--- src/rtl/tmds_encoder_multi.sv ---
// Multi-channel TMDS/TERC4 encoder for the HDMI transmit path.
// Two-stage pipeline: transition minimisation, then DC balance / symbol select.
module tmds_encoder_multi #(
  parameter int CHANNELS               = 3,
  parameter int LEGACY_DVI_CONTROL_LUT = 0,
  parameter int CNT_WIDTH              = 6
) (
  input  logic                    clk,
  input  logic                    resetn,
  input  logic                    in_valid,
  input  logic [2:0]              mode,
  input  logic [8*CHANNELS-1:0]   d,
  input  logic [2*CHANNELS-1:0]   c,
  input  logic [4*CHANNELS-1:0]   terc4,
  output logic                    out_valid,
  output logic [10*CHANNELS-1:0]  q_out
);

  typedef enum logic [2:0] {
    MODE_CONTROL = 3'd0,
    MODE_VIDEO   = 3'd1,
    MODE_VGUARD  = 3'd2,
    MODE_DATA    = 3'd3,
    MODE_DGUARD  = 3'd4
  } mode_e;

  localparam logic [9:0] GUARD_A = 10'b1011001100;
  localparam logic [9:0] GUARD_B = 10'b0100110011;
  localparam logic signed [CNT_WIDTH-1:0] TWO = CNT_WIDTH'(2);

  function automatic logic [9:0] ctrl_sym(input logic [1:0] cc);
    logic [9:0] s;
    if (LEGACY_DVI_CONTROL_LUT != 0) begin
      case (cc)
        2'b00:   s = 10'b0010101011;
        2'b01:   s = 10'b1101010100;
        2'b10:   s = 10'b0010101010;
        default: s = 10'b1101010101;
      endcase
    end else begin
      case (cc)
        2'b00:   s = 10'b1101010100;
        2'b01:   s = 10'b0010101011;
        2'b10:   s = 10'b0101010100;
        default: s = 10'b1010101011;
      endcase
    end
    return s;
  endfunction

  function automatic logic [9:0] terc4_sym(input logic [3:0] t);
    logic [9:0] s;
    case (t)
      4'd0:    s = 10'b1010011100;
      4'd1:    s = 10'b1001100011;
      4'd2:    s = 10'b1011100100;
      4'd3:    s = 10'b1011100010;
      4'd4:    s = 10'b0101110001;
      4'd5:    s = 10'b0100011110;
      4'd6:    s = 10'b0110001110;
      4'd7:    s = 10'b0100111100;
      4'd8:    s = 10'b1011001100;
      4'd9:    s = 10'b0100111001;
      4'd10:   s = 10'b0110011100;
      4'd11:   s = 10'b1011000110;
      4'd12:   s = 10'b1010001110;
      4'd13:   s = 10'b1001110001;
      4'd14:   s = 10'b0101100011;
      default: s = 10'b1011000011;
    endcase
    return s;
  endfunction

  function automatic logic [3:0] ones8(input logic [7:0] v);
    logic [3:0] n;
    n = '0;
    for (int unsigned k = 0; k < 8; k++) n = n + {3'b000, v[k]};
    return n;
  endfunction

  mode_e r_mode;
  logic  r_s1_valid;
  logic  r_out_valid;

  always_ff @(posedge clk or negedge resetn) begin
    if (!resetn) begin
      r_mode      <= MODE_CONTROL;
      r_s1_valid  <= 1'b0;
      r_out_valid <= 1'b0;
    end else begin
      r_s1_valid  <= in_valid;
      r_out_valid <= r_s1_valid;
      if (in_valid) r_mode <= mode_e'(mode);
    end
  end

  assign out_valid = r_out_valid;

  for (genvar i = 0; i < CHANNELS; i++) begin : g_ch
    logic [7:0]                  w_d;
    logic [8:0]                  w_qm;
    logic [8:0]                  r_qm;
    logic [3:0]                  r_n1;
    logic [1:0]                  r_c;
    logic [3:0]                  r_t;
    logic [9:0]                  r_sym;
    logic signed [CNT_WIDTH-1:0] r_cnt;
    logic [9:0]                  w_sym;
    logic signed [CNT_WIDTH-1:0] w_cnt_nxt;
    logic signed [CNT_WIDTH-1:0] w_diff;
    logic                        w_q8;

    assign w_d = d[8*i +: 8];

    always_comb begin
      logic [3:0] v_n1d;
      logic       v_xnor;
      logic [8:0] v_qm;
      v_n1d   = ones8(w_d);
      v_xnor  = (v_n1d > 4'd4) || ((v_n1d == 4'd4) && !w_d[0]);
      v_qm    = '0;
      v_qm[0] = w_d[0];
      for (int unsigned b = 1; b < 8; b++)
        v_qm[b] = v_xnor ? ~(v_qm[b-1] ^ w_d[b]) : (v_qm[b-1] ^ w_d[b]);
      v_qm[8] = ~v_xnor;
      w_qm    = v_qm;
    end

    always_ff @(posedge clk or negedge resetn) begin
      if (!resetn) begin
        r_qm <= '0;
        r_n1 <= '0;
        r_c  <= '0;
        r_t  <= '0;
      end else if (in_valid) begin
        r_qm <= w_qm;
        r_n1 <= ones8(w_qm[7:0]);
        r_c  <= c[2*i +: 2];
        r_t  <= terc4[4*i +: 4];
      end
    end

    // w_diff is N1-N0 of q_m[7:0], i.e. 2*N1-8
    assign w_diff = $signed(CNT_WIDTH'({r_n1, 1'b0}) - CNT_WIDTH'(8));
    assign w_q8   = r_qm[8];

    always_comb begin
      w_sym     = ctrl_sym(r_c);
      w_cnt_nxt = '0;
      case (r_mode)
        MODE_VIDEO: begin
          if ((r_cnt == '0) || (r_n1 == 4'd4)) begin
            w_sym     = {~w_q8, w_q8, w_q8 ? r_qm[7:0] : ~r_qm[7:0]};
            w_cnt_nxt = w_q8 ? (r_cnt + w_diff) : (r_cnt - w_diff);
          end else if ((!r_cnt[CNT_WIDTH-1] && (r_n1 > 4'd4)) ||
                       ( r_cnt[CNT_WIDTH-1] && (r_n1 < 4'd4))) begin
            w_sym     = {1'b1, w_q8, ~r_qm[7:0]};
            w_cnt_nxt = r_cnt + (w_q8 ? TWO : '0) - w_diff;
          end else begin
            w_sym     = {1'b0, w_q8, r_qm[7:0]};
            w_cnt_nxt = r_cnt - (w_q8 ? '0 : TWO) + w_diff;
          end
        end
        MODE_VGUARD: w_sym = ((i % 3) == 1) ? GUARD_B : GUARD_A;
        MODE_DATA:   w_sym = terc4_sym(r_t);
        MODE_DGUARD: w_sym = (i == 0) ? terc4_sym(r_t) : GUARD_B;
        default:     w_sym = ctrl_sym(r_c);
      endcase
    end

    always_ff @(posedge clk or negedge resetn) begin
      if (!resetn) begin
        r_sym <= ctrl_sym(2'b00);
        r_cnt <= '0;
      end else if (r_s1_valid) begin
        r_sym <= w_sym;
        r_cnt <= w_cnt_nxt;
      end
    end

    assign q_out[10*i +: 10] = r_sym;
  end

endmodule

--- config.mk ---
export PLATFORM = sky130hd
export DESIGN_NAME = tmds_encoder_multi
export DESIGN_NICKNAME = d
export VERILOG_FILES = /design/src/rtl/tmds_encoder_multi.sv
export SDC_FILE = /design/constraint.sdc
export NUM_CORES = 1
export LEC_CHECK = 0
export ABC_AREA = 1
export BUFFER_PORTS_ARGS = -buffer_cell sky130_fd_sc_hd__buf_4
export CAP_MARGIN = 30
export CELL_PAD_IN_SITES_DETAIL_PLACEMENT = 0
export CELL_PAD_IN_SITES_GLOBAL_PLACEMENT = 2
export CORE_AREA = 2 2 189 172
export CTS_CLUSTER_DIAMETER = 200
export DETAILED_ROUTE_END_ITERATION = 8
export DIE_AREA = 0 0 191 174
export GPL_ROUTABILITY_DRIVEN = 0
export GPL_TIMING_DRIVEN = 0
export PLACE_DENSITY_LB_ADDON = 0.2
export SLEW_MARGIN = 0
export SYNTH_ARGS = -nofsm -noshare
export SYNTH_HDL_FRONTEND = slang
export SYNTH_SLANG_ARGS = --single-unit
--- constraint.sdc ---
create_clock -name clk -period 2.6 [get_ports clk]
set_input_delay 0.52 -clock clk [delete_from_list [all_inputs] [get_ports clk]]
set_output_delay 0.52 -clock clk [all_outputs]
set_load 0.02 [all_outputs]
==> metrics.cfg, run 1 <==
[status]
outcome = finished, violations left
violations = negative setup slack

[clock_tree]
path_clk_slew_ns = 0.07
max-clock-path-buffers = 2
cts_root_buf = clkbuf_16
cts_max_level = 3
numCtsBuffers = 9
numClockSinks = 107
cts_tree = yes
insertion_delay_ns = 0.37
cts_hold_buf = 0

[floorplan]
io-pin-count = 79
start_util_pct = 32.54
dieArea_um2 = 33230
die_y_um = 174
core_um2 = 31420
placementRows = 62
die_width_um = 191

[synth]
ys_seq_elements = 107
synthesis.area_um2 = 10220
synth_cells = 1359
avgSynthCellArea_um2 = 7.524
syn_nets = 1560
synth.distinct_cells = 50
ys_seq_area_share_pct = 26.37
async_flop_share_pct = 100.0
yosys_warnings = 0
synth_edf_count = 0
synth_top_flop_cell = dfrtp_1

[routing]
wl_um = 31440
vias_per_cell = 4.741
firstDrtPassIters = 4
wire_per_inst_um = 16.31
drc = 0
wl_met3_um = 874
vias = 9140
first_iter_violations = 349
wl_met2_um = 14960
routed.top_layer = met4
wl_met1_um = 15260
final_antenna_net_count = 0

[worst_setup_path]
rr_worst_depth = 14
crit_type = primary input to flop
slowest_delay_ns = 0.56
worst_path_dominant_cell_family = adder cells
crit_fanout = 3
worst-path-stages = 21
cp-start-kind = primary input
r2r_start = g_ch[1].r_qm[8]
r2r_end = g_ch[1].r_cnt[5]
r2r_setup_slack_ns = 0.08
crit_slowest_cell = fa_2
cp-end-kind = flop
crit_path_cell_trace = buf_8 > clkinvlp_4 > fa_1 > fa_1 > fa_1 > inv_2 > ha_4 > fa_2 > nor3_4 > o21ai_4 > xor2_2 > fa_1 > or2_1 > nand2_1 > inv_2 > ha_4 > fa_1 > ha_4 > inv_2 > fa_2 > o21ai_1
cp_num_buf_inv = 5
critPathRequiredTime_ns = 2.83
cpMostUsedCell = fa_1
arrival_ns = 5.71

[layout]
multi_input_area_um2 = 6943
design_area_um2 = 12830
area_growth_pct = 25.49
fin_util_pct = 40.84
final-seq-area_um2 = 2701
drive_gt1_share_pct = 24.87
nFillCells = 3325
diodes = 0
num-nets-final = 1708

[sta]
timing.hold.ws_ns = 0.02666
clock.fmax_mhz = 182.2
slew_headroom_pct = 35.01
finalSetupTns_ns = -46.77
setup_viol = 31
final.setup.worst_slack_ns = -2.887
tightest_slew_ns = 0.9748
period_needed_ns = 5.487
clock_skew_ns = 0.01367
slew_viol_final = 0
rsz0062_at_grt = yes
hold_viol_final = 0
fin_crit_sh_pct = 211.0

[place]
placed_area_um2 = 11520
portBuffers = 78
hpwl_um = 24280

[global_route]
gr-total-overflow = 0
antenna_found_initial = 1
grt_use_total_pct = 19.55
grt_max_degree = 82
grt_first_pass_wirelength_um = 50400
grt_pass1_vias = 9201

[pwr]
p_leak_uw = 0.006380
power_density_nw_per_um2 = 1275
ir_drop_uv = 610.5

[job]
drv_cap = 0

[worst_hold_path]
hold_class = primary input to asynchronous set/reset pin

per-layer routing:
metal / up-vias / track usage [%]
li1: 4627 / -
met1: 4343 / 27.28
met2: 152 / 32.73
met3: 18 / 2.201
met4: 0 / 3.650
met5: - / 0
per-stage QoR:
stage               instances  total power (uW)  worst slack (ns)
floorplan                1359             10590            -3.075
global placement         1853             13220            -3.577
detailed placement       1854             13360            -3.594
CTS                      1902             15760            -2.972
global route             1928             18220            -3.113
finish                   1928             16360            -2.887
cell usage after synthesis (2+ instances only):
cell / count / area (um2)
o21ai_0: 122 / 610.6
nor2_1: 65 / 244.0
nor2_2: 4 / 25.02
o211ai_1: 32 / 240.2
inv_2: 11 / 41.29
xor2_1: 31 / 271.5
nand2_2: 17 / 106.4
nand3_1: 86 / 430.4
a21oi_1: 52 / 260.3
o22ai_1: 9 / 56.30
a22oi_1: 2 / 15.01
buf_4: 3 / 22.52
dfstp_2: 15 / 394.1
o31ai_1: 3 / 22.52
buf_6: 2 / 22.52
clkinv_1: 3 / 11.26
and2_1: 4 / 25.02
xnor2_1: 16 / 140.1
o21ai_2: 2 / 17.52
nand2_4: 4 / 45.04
inv_1: 236 / 885.9
nand2_1: 276 / 1036
o21ai_1: 19 / 95.09
dfrtp_1: 92 / 2302
a31oi_1: 4 / 25.02
a211oi_1: 2 / 15.01
or2_1: 3 / 18.77
ha_1: 115 / 1439
clkbuf_1: 17 / 63.81
fa_1: 38 / 760.7
nor3_1: 4 / 20.02
or2_2: 13 / 81.33
nand3_2: 2 / 20.02
o21ai_4: 2 / 32.53
nand4_1: 12 / 75.07
buf_2: 16 / 80.08
o21ba_2: 2 / 20.02
nor2_4: 11 / 123.9
registers in the layout (all words and copies together) (netlist names):
register    count
g_ch.r_sym     30
g_ch.r_qm      27
g_ch.r_cnt     15
g_ch.r_n1      12
g_ch.r_t       12
g_ch.r_c        6
r_mode          3
out_valid       1
r_s1_valid      1
final cells by class:
type	count	area share [%]
Buffer	39	1.726
Clock inverter	6	0.5753
Multi-Input combinational cell	962	54.11
Tap cell	416	4.057
Timing Repair Buffer	137	8.952
Sequential cell	107	21.05
Inverter	251	7.743
Clock buffer	10	1.784
kinds of logic after synthesis:
kind of cell | Yosys count | share of synthesized area [%]
AO/OA/AOI/OAI | 259 | 14.44
buffers and inverters | 290 | 11.27
flip-flops | 107 | 26.37
XOR/XNOR | 47 | 4.026
adder cells (fa/ha/maj) | 153 | 21.51
AND/OR/NAND/NOR | 503 | 22.38
cell usage in the layout, fill, tap and decap left out, types with 15 or more instances in the layout:
| cell | n |
|---|---|
| nand2_4 | 15 |
| dfrtp_1 | 88 |
| clkbuf_1 | 18 |
| buf_4 | 118 |
| fa_1 | 25 |
| o21ai_0 | 95 |
| nand2_1 | 252 |
| o211ai_1 | 32 |
| inv_2 | 23 |
| nand3_1 | 75 |
| inv_1 | 216 |
| nand2_2 | 30 |
| dfstp_2 | 15 |
| buf_6 | 23 |
| xor2_1 | 18 |
| nor2_1 | 65 |
| a21oi_1 | 45 |
| o21ai_1 | 33 |
| ha_1 | 108 |
report_power, final:
part	switching, uW	total (uW)	internal [uW]
registers	409	2590	2180
clock network	721	1480	760
logic	7050	12300	5230
total	8180	16400	8170
worst max path at each step:
stage / end / slack (ns) / from
2_1_floorplan: g_ch[0].r_n1[1] / -3.08 / d[0]
3_3_place_gp: g_ch[0].r_n1[1] / -3.58 / d[0]
3_5_place_dp: g_ch[0].r_n1[1] / -3.59 / d[0]
4_1_cts: g_ch[0].r_n1[1] / -2.97 / d[0]
5_1_grt: g_ch[0].r_n1[1] / -3.11 / d[0]
6_report: g_ch[0].r_n1[1] / -2.89 / d[0]
timing repair:
item                                   4_1_cts  5_1_grt
setup endpoints to repair                   37       40
gates resized for setup                     78       69
pin swaps                                   42       38
gates cloned                                 0        0
endpoints found under the hold margin        0        0
buffers inserted                            34       32
Power figures use the tool's default switching activity.
==> run 2, diff against run 1 <==
--- a/config.mk
+++ b/config.mk
@@ -5,15 +5,14 @@
 export SDC_FILE = /design/constraint.sdc
 export NUM_CORES = 1
 export LEC_CHECK = 0
-export ABC_AREA = 1
 export BUFFER_PORTS_ARGS = -buffer_cell sky130_fd_sc_hd__buf_4
 export CAP_MARGIN = 30
 export CELL_PAD_IN_SITES_DETAIL_PLACEMENT = 0
 export CELL_PAD_IN_SITES_GLOBAL_PLACEMENT = 2
-export CORE_AREA = 2 2 189 172
+export CORE_AREA = 2 2 177 162
 export CTS_CLUSTER_DIAMETER = 200
 export DETAILED_ROUTE_END_ITERATION = 8
-export DIE_AREA = 0 0 191 174
+export DIE_AREA = 0 0 179 164
 export GPL_ROUTABILITY_DRIVEN = 0
 export GPL_TIMING_DRIVEN = 0
 export PLACE_DENSITY_LB_ADDON = 0.2
==> metrics.cfg, run 2 <==
[status]
outcome = finished, violations left
violations = negative setup slack

[clock_tree]
path_clk_slew_ns = 0.08  ; about the same
cts_root_buf = clkbuf_16
max-clock-path-buffers = 2  ; unchanged
numCtsBuffers = 9  ; unchanged
cts_hold_buf = 0  ; unchanged
cts_tree = yes
numClockSinks = 107  ; unchanged
cts_max_level = 3  ; unchanged
insertion_delay_ns = 0.37  ; about the same

[synth]
ys_seq_area_share_pct = 28.31  ; +1.9 points
avgSynthCellArea_um2 = 9.114  ; +21%
synth_cells = 1045  ; -23%
yosys_warnings = 0  ; unchanged
synthesis.area_um2 = 9524  ; -6.9%
async_flop_share_pct = 100.0  ; unchanged
synth.top_cells.by_count = inv_1 (141), ha_1 (115), dfrtp_1 (92), nor2_1 (92), a21oi_1 (80)
yosys.cell_count.top_type = inv_1
synth.distinct_cells = 57  ; +14%
syn_nets = 1246  ; -20%
ys_top_cells_by_area = dfrtp_1 (24%), ha_1 (15%), fa_1 (8.0%), xnor2_1 (5.8%), inv_1 (5.6%)
synth_top_flop_cell = dfrtp_1
synth_edf_count = 0  ; unchanged
synth.largest_area_cell = dfrtp_1
ys_seq_elements = 107  ; unchanged
synth_top_area_share_pct = 24.17  ; +1.7 points

[global_route]
antenna_found_initial = 0  ; -1
grt_pass1_vias = 7629  ; -17%
grt_max_degree = 83  ; +1.2%
grt_use_total_pct = 18.72  ; -0.83 points
grt_first_pass_wirelength_um = 42280  ; -16%
gr-total-overflow = 0  ; unchanged

[sta]
rsz0062_at_grt = yes
final.setup.worst_slack_ns = -3.096  ; -0.2085 ns
setup_viol = 27  ; -13%
clock.fmax_mhz = 175.6  ; -3.7%
clock_skew_ns = 0.01226  ; -0.001414 ns
tightest_slew_ns = 0.9993  ; +0.02451 ns
period_needed_ns = 5.696  ; +0.2085 ns
fin_crit_sh_pct = 219.1  ; +8.0 points
hold_viol_final = 0  ; unchanged
slew_headroom_pct = 33.38  ; -1.6 points
slew_viol_final = 0  ; unchanged
timing.hold.ws_ns = 0.009248  ; -0.01741 ns

[layout]
largest_register_ffs = 30  ; unchanged
nFillCells = 2725  ; -18%
largestRegisters = g_ch.r_sym x30, g_ch.r_qm x27, g_ch.r_cnt x15
area_growth_pct = 25.58  ; about the same
drive_gt1_share_pct = 24.51  ; -0.35 points
num-nets-final = 1379  ; -19%
diodes = 0  ; unchanged
fin_util_pct = 43.49  ; +2.6 points
final_cell_mix = inv_1 (121), buf_4 (105), ha_1 (104), nor2_1 (91), dfrtp_1 (90)
max_flop_register = g_ch.r_sym
layout_commonest_cell = inv_1

[floorplan]
core_um2 = 27500  ; -12%
start_util_pct = 34.63  ; +2.1 points
die_width_um = 179  ; -6.3%
dieArea_um2 = 29360  ; -12%
io-pin-count = 79  ; unchanged
placementRows = 58  ; -6.5%
die_y_um = 164  ; -5.7%

[worst_setup_path]
crit_fanout = 3  ; unchanged
arrival_ns = 5.93  ; +0.22 ns
crit_type = primary input to flop
critPathRequiredTime_ns = 2.83  ; about the same
cp-start-kind = primary input
cp-end-kind = flop

[place]
pre_cts_ws_ns = -3.562  ; +0.03246 ns
portBuffers = 78  ; unchanged
hpwl_um = 20250  ; -17%

[routing]
wire_per_inst_um = 17.23  ; +5.7%
drc = 0  ; unchanged
first_iter_violations = 331  ; -5.2%
vias_per_cell = 4.942  ; +4.3%
wl_um = 26590  ; -15%
vias = 7626  ; -17%
firstDrtPassIters = 5  ; +1
final_antenna_net_count = 0  ; unchanged

[worst_hold_path]
hold_class = primary input to asynchronous set/reset pin

[pwr]
p_leak_uw = 0.005544  ; -13%
power_density_nw_per_um2 = 1405  ; +10%
ir_drop_uv = 616.7  ; +1.0%

[job]
drv_cap = 0  ; unchanged

[run 2: cell types whose count changed after synthesis, moves of 28 or more]
| cell | previous run | this run |
|---|---|---|
| a21oi_1 | 52 | 80 |
| inv_1 | 236 | 141 |
| nand2_1 | 276 | 54 |
| nand3_1 | 86 | 2 |
| o21ai_0 | 122 | 49 |
| xnor2_1 | 16 | 63 |
[run 2: path summary, 6_finish.rpt]
check	to	slack [ns]	start	cells after the start
min in group clk	r_s1_valid	0.28	in_valid	1
min reg2reg	out_valid	0.38	r_s1_valid	0
max in group asynchronous	g_ch[2].r_qm[8]	1.84	resetn	2
min	g_ch[1].r_t[3]	0.009	resetn	1
max	g_ch[0].r_n1[2]	-3.10	d[3]	22
max reg2reg	g_ch[0].r_cnt[5]	0.06	g_ch[0].r_qm[8]	11
[run 2: area by class of cell]
cell class	count	area, um2	area share (%)
inverters	141	566.8	4.739
repair buffers	124	1044	8.725
flip-flops and latches	107	2699	22.57
plain buffers	40	176.4	1.475
clock buffers	10	229.0	1.914
multi-input cells	755	6720	56.19
well taps	360	450.4	3.766
clock inverters	6	75.07	0.6277
[run 2: report_power, final]
| group | total, uW | internal (uW) | switching [uW] | leakage [uW] |
|---|---|---|---|---|
| logic | 12700 | 6340 | 6400 | 0.00413 |
| registers | 2610 | 2200 | 402 | 0.00127 |
| clock network | 1460 | 762 | 701 | 0.000145 |
[run 2: repair_timing]
item	CTS	global route
buffers inserted	24	21
gates resized for setup	69	46
pin swaps	22	31
setup endpoints to repair	68	62
[run 2: metrics by stage]
step / instance area [um2] / cells / power (uW) / setup TNS, ns
floorplan: 9739 / 1045 / 10840 / -49.69
global placement: 10780 / 1483 / 13150 / -70.69
detailed placement: 10810 / 1484 / 13140 / -71.41
CTS: 11600 / 1522 / 15930 / -47.03
global route: 11960 / 1543 / 18470 / -50.64
finish: 11960 / 1543 / 16800 / -47.06
[run 2: layer usage]
layer | global-route usage, % | wire (um) | up-vias
li1 | - | - | 3787
met1 | 27.29 | 13370 | 3702
met2 | 29.37 | 11970 | 116
met3 | 2.500 | 829 | 21
met4 | 4.324 | 418 | 0
met5 | 0 | 0 | -
[run 2: cells by family (layout without fill, tap and decap cells)]
kind of cell               Yosys count  after routing  share of synthesized area (%)
and+or+nand+nor                    195            195                          8.946
AOI/OAI and AO/OA                  250            250                          16.63
DFF                                107            107                          28.31
adders and majority gates          153            153                          23.10
buffers and inverters              183            321                          7.212
xor gates and xnor gates           106            106                          9.892
muxes                               51             51                          5.912
[run 2: worst max-delay path: stages]
cell and delay (ns):
buf_8 0.09, inv_8 0.03, fa_1 0.54, fa_1 0.44, fa_1 0.49, inv_1 0.05, ha_2 0.17, fa_1 0.44
nor3b_2 0.21, o21ai_1 0.08, a21o_2 0.26, xor2_4 0.18, fa_1 0.54, xor2_1 0.18, ha_1 0.34, fa_2 0.55
ha_4 0.13, inv_2 0.03, fa_2 0.34, xnor2_2 0.13, nand2_1 0.07, o21ai_1 0.08
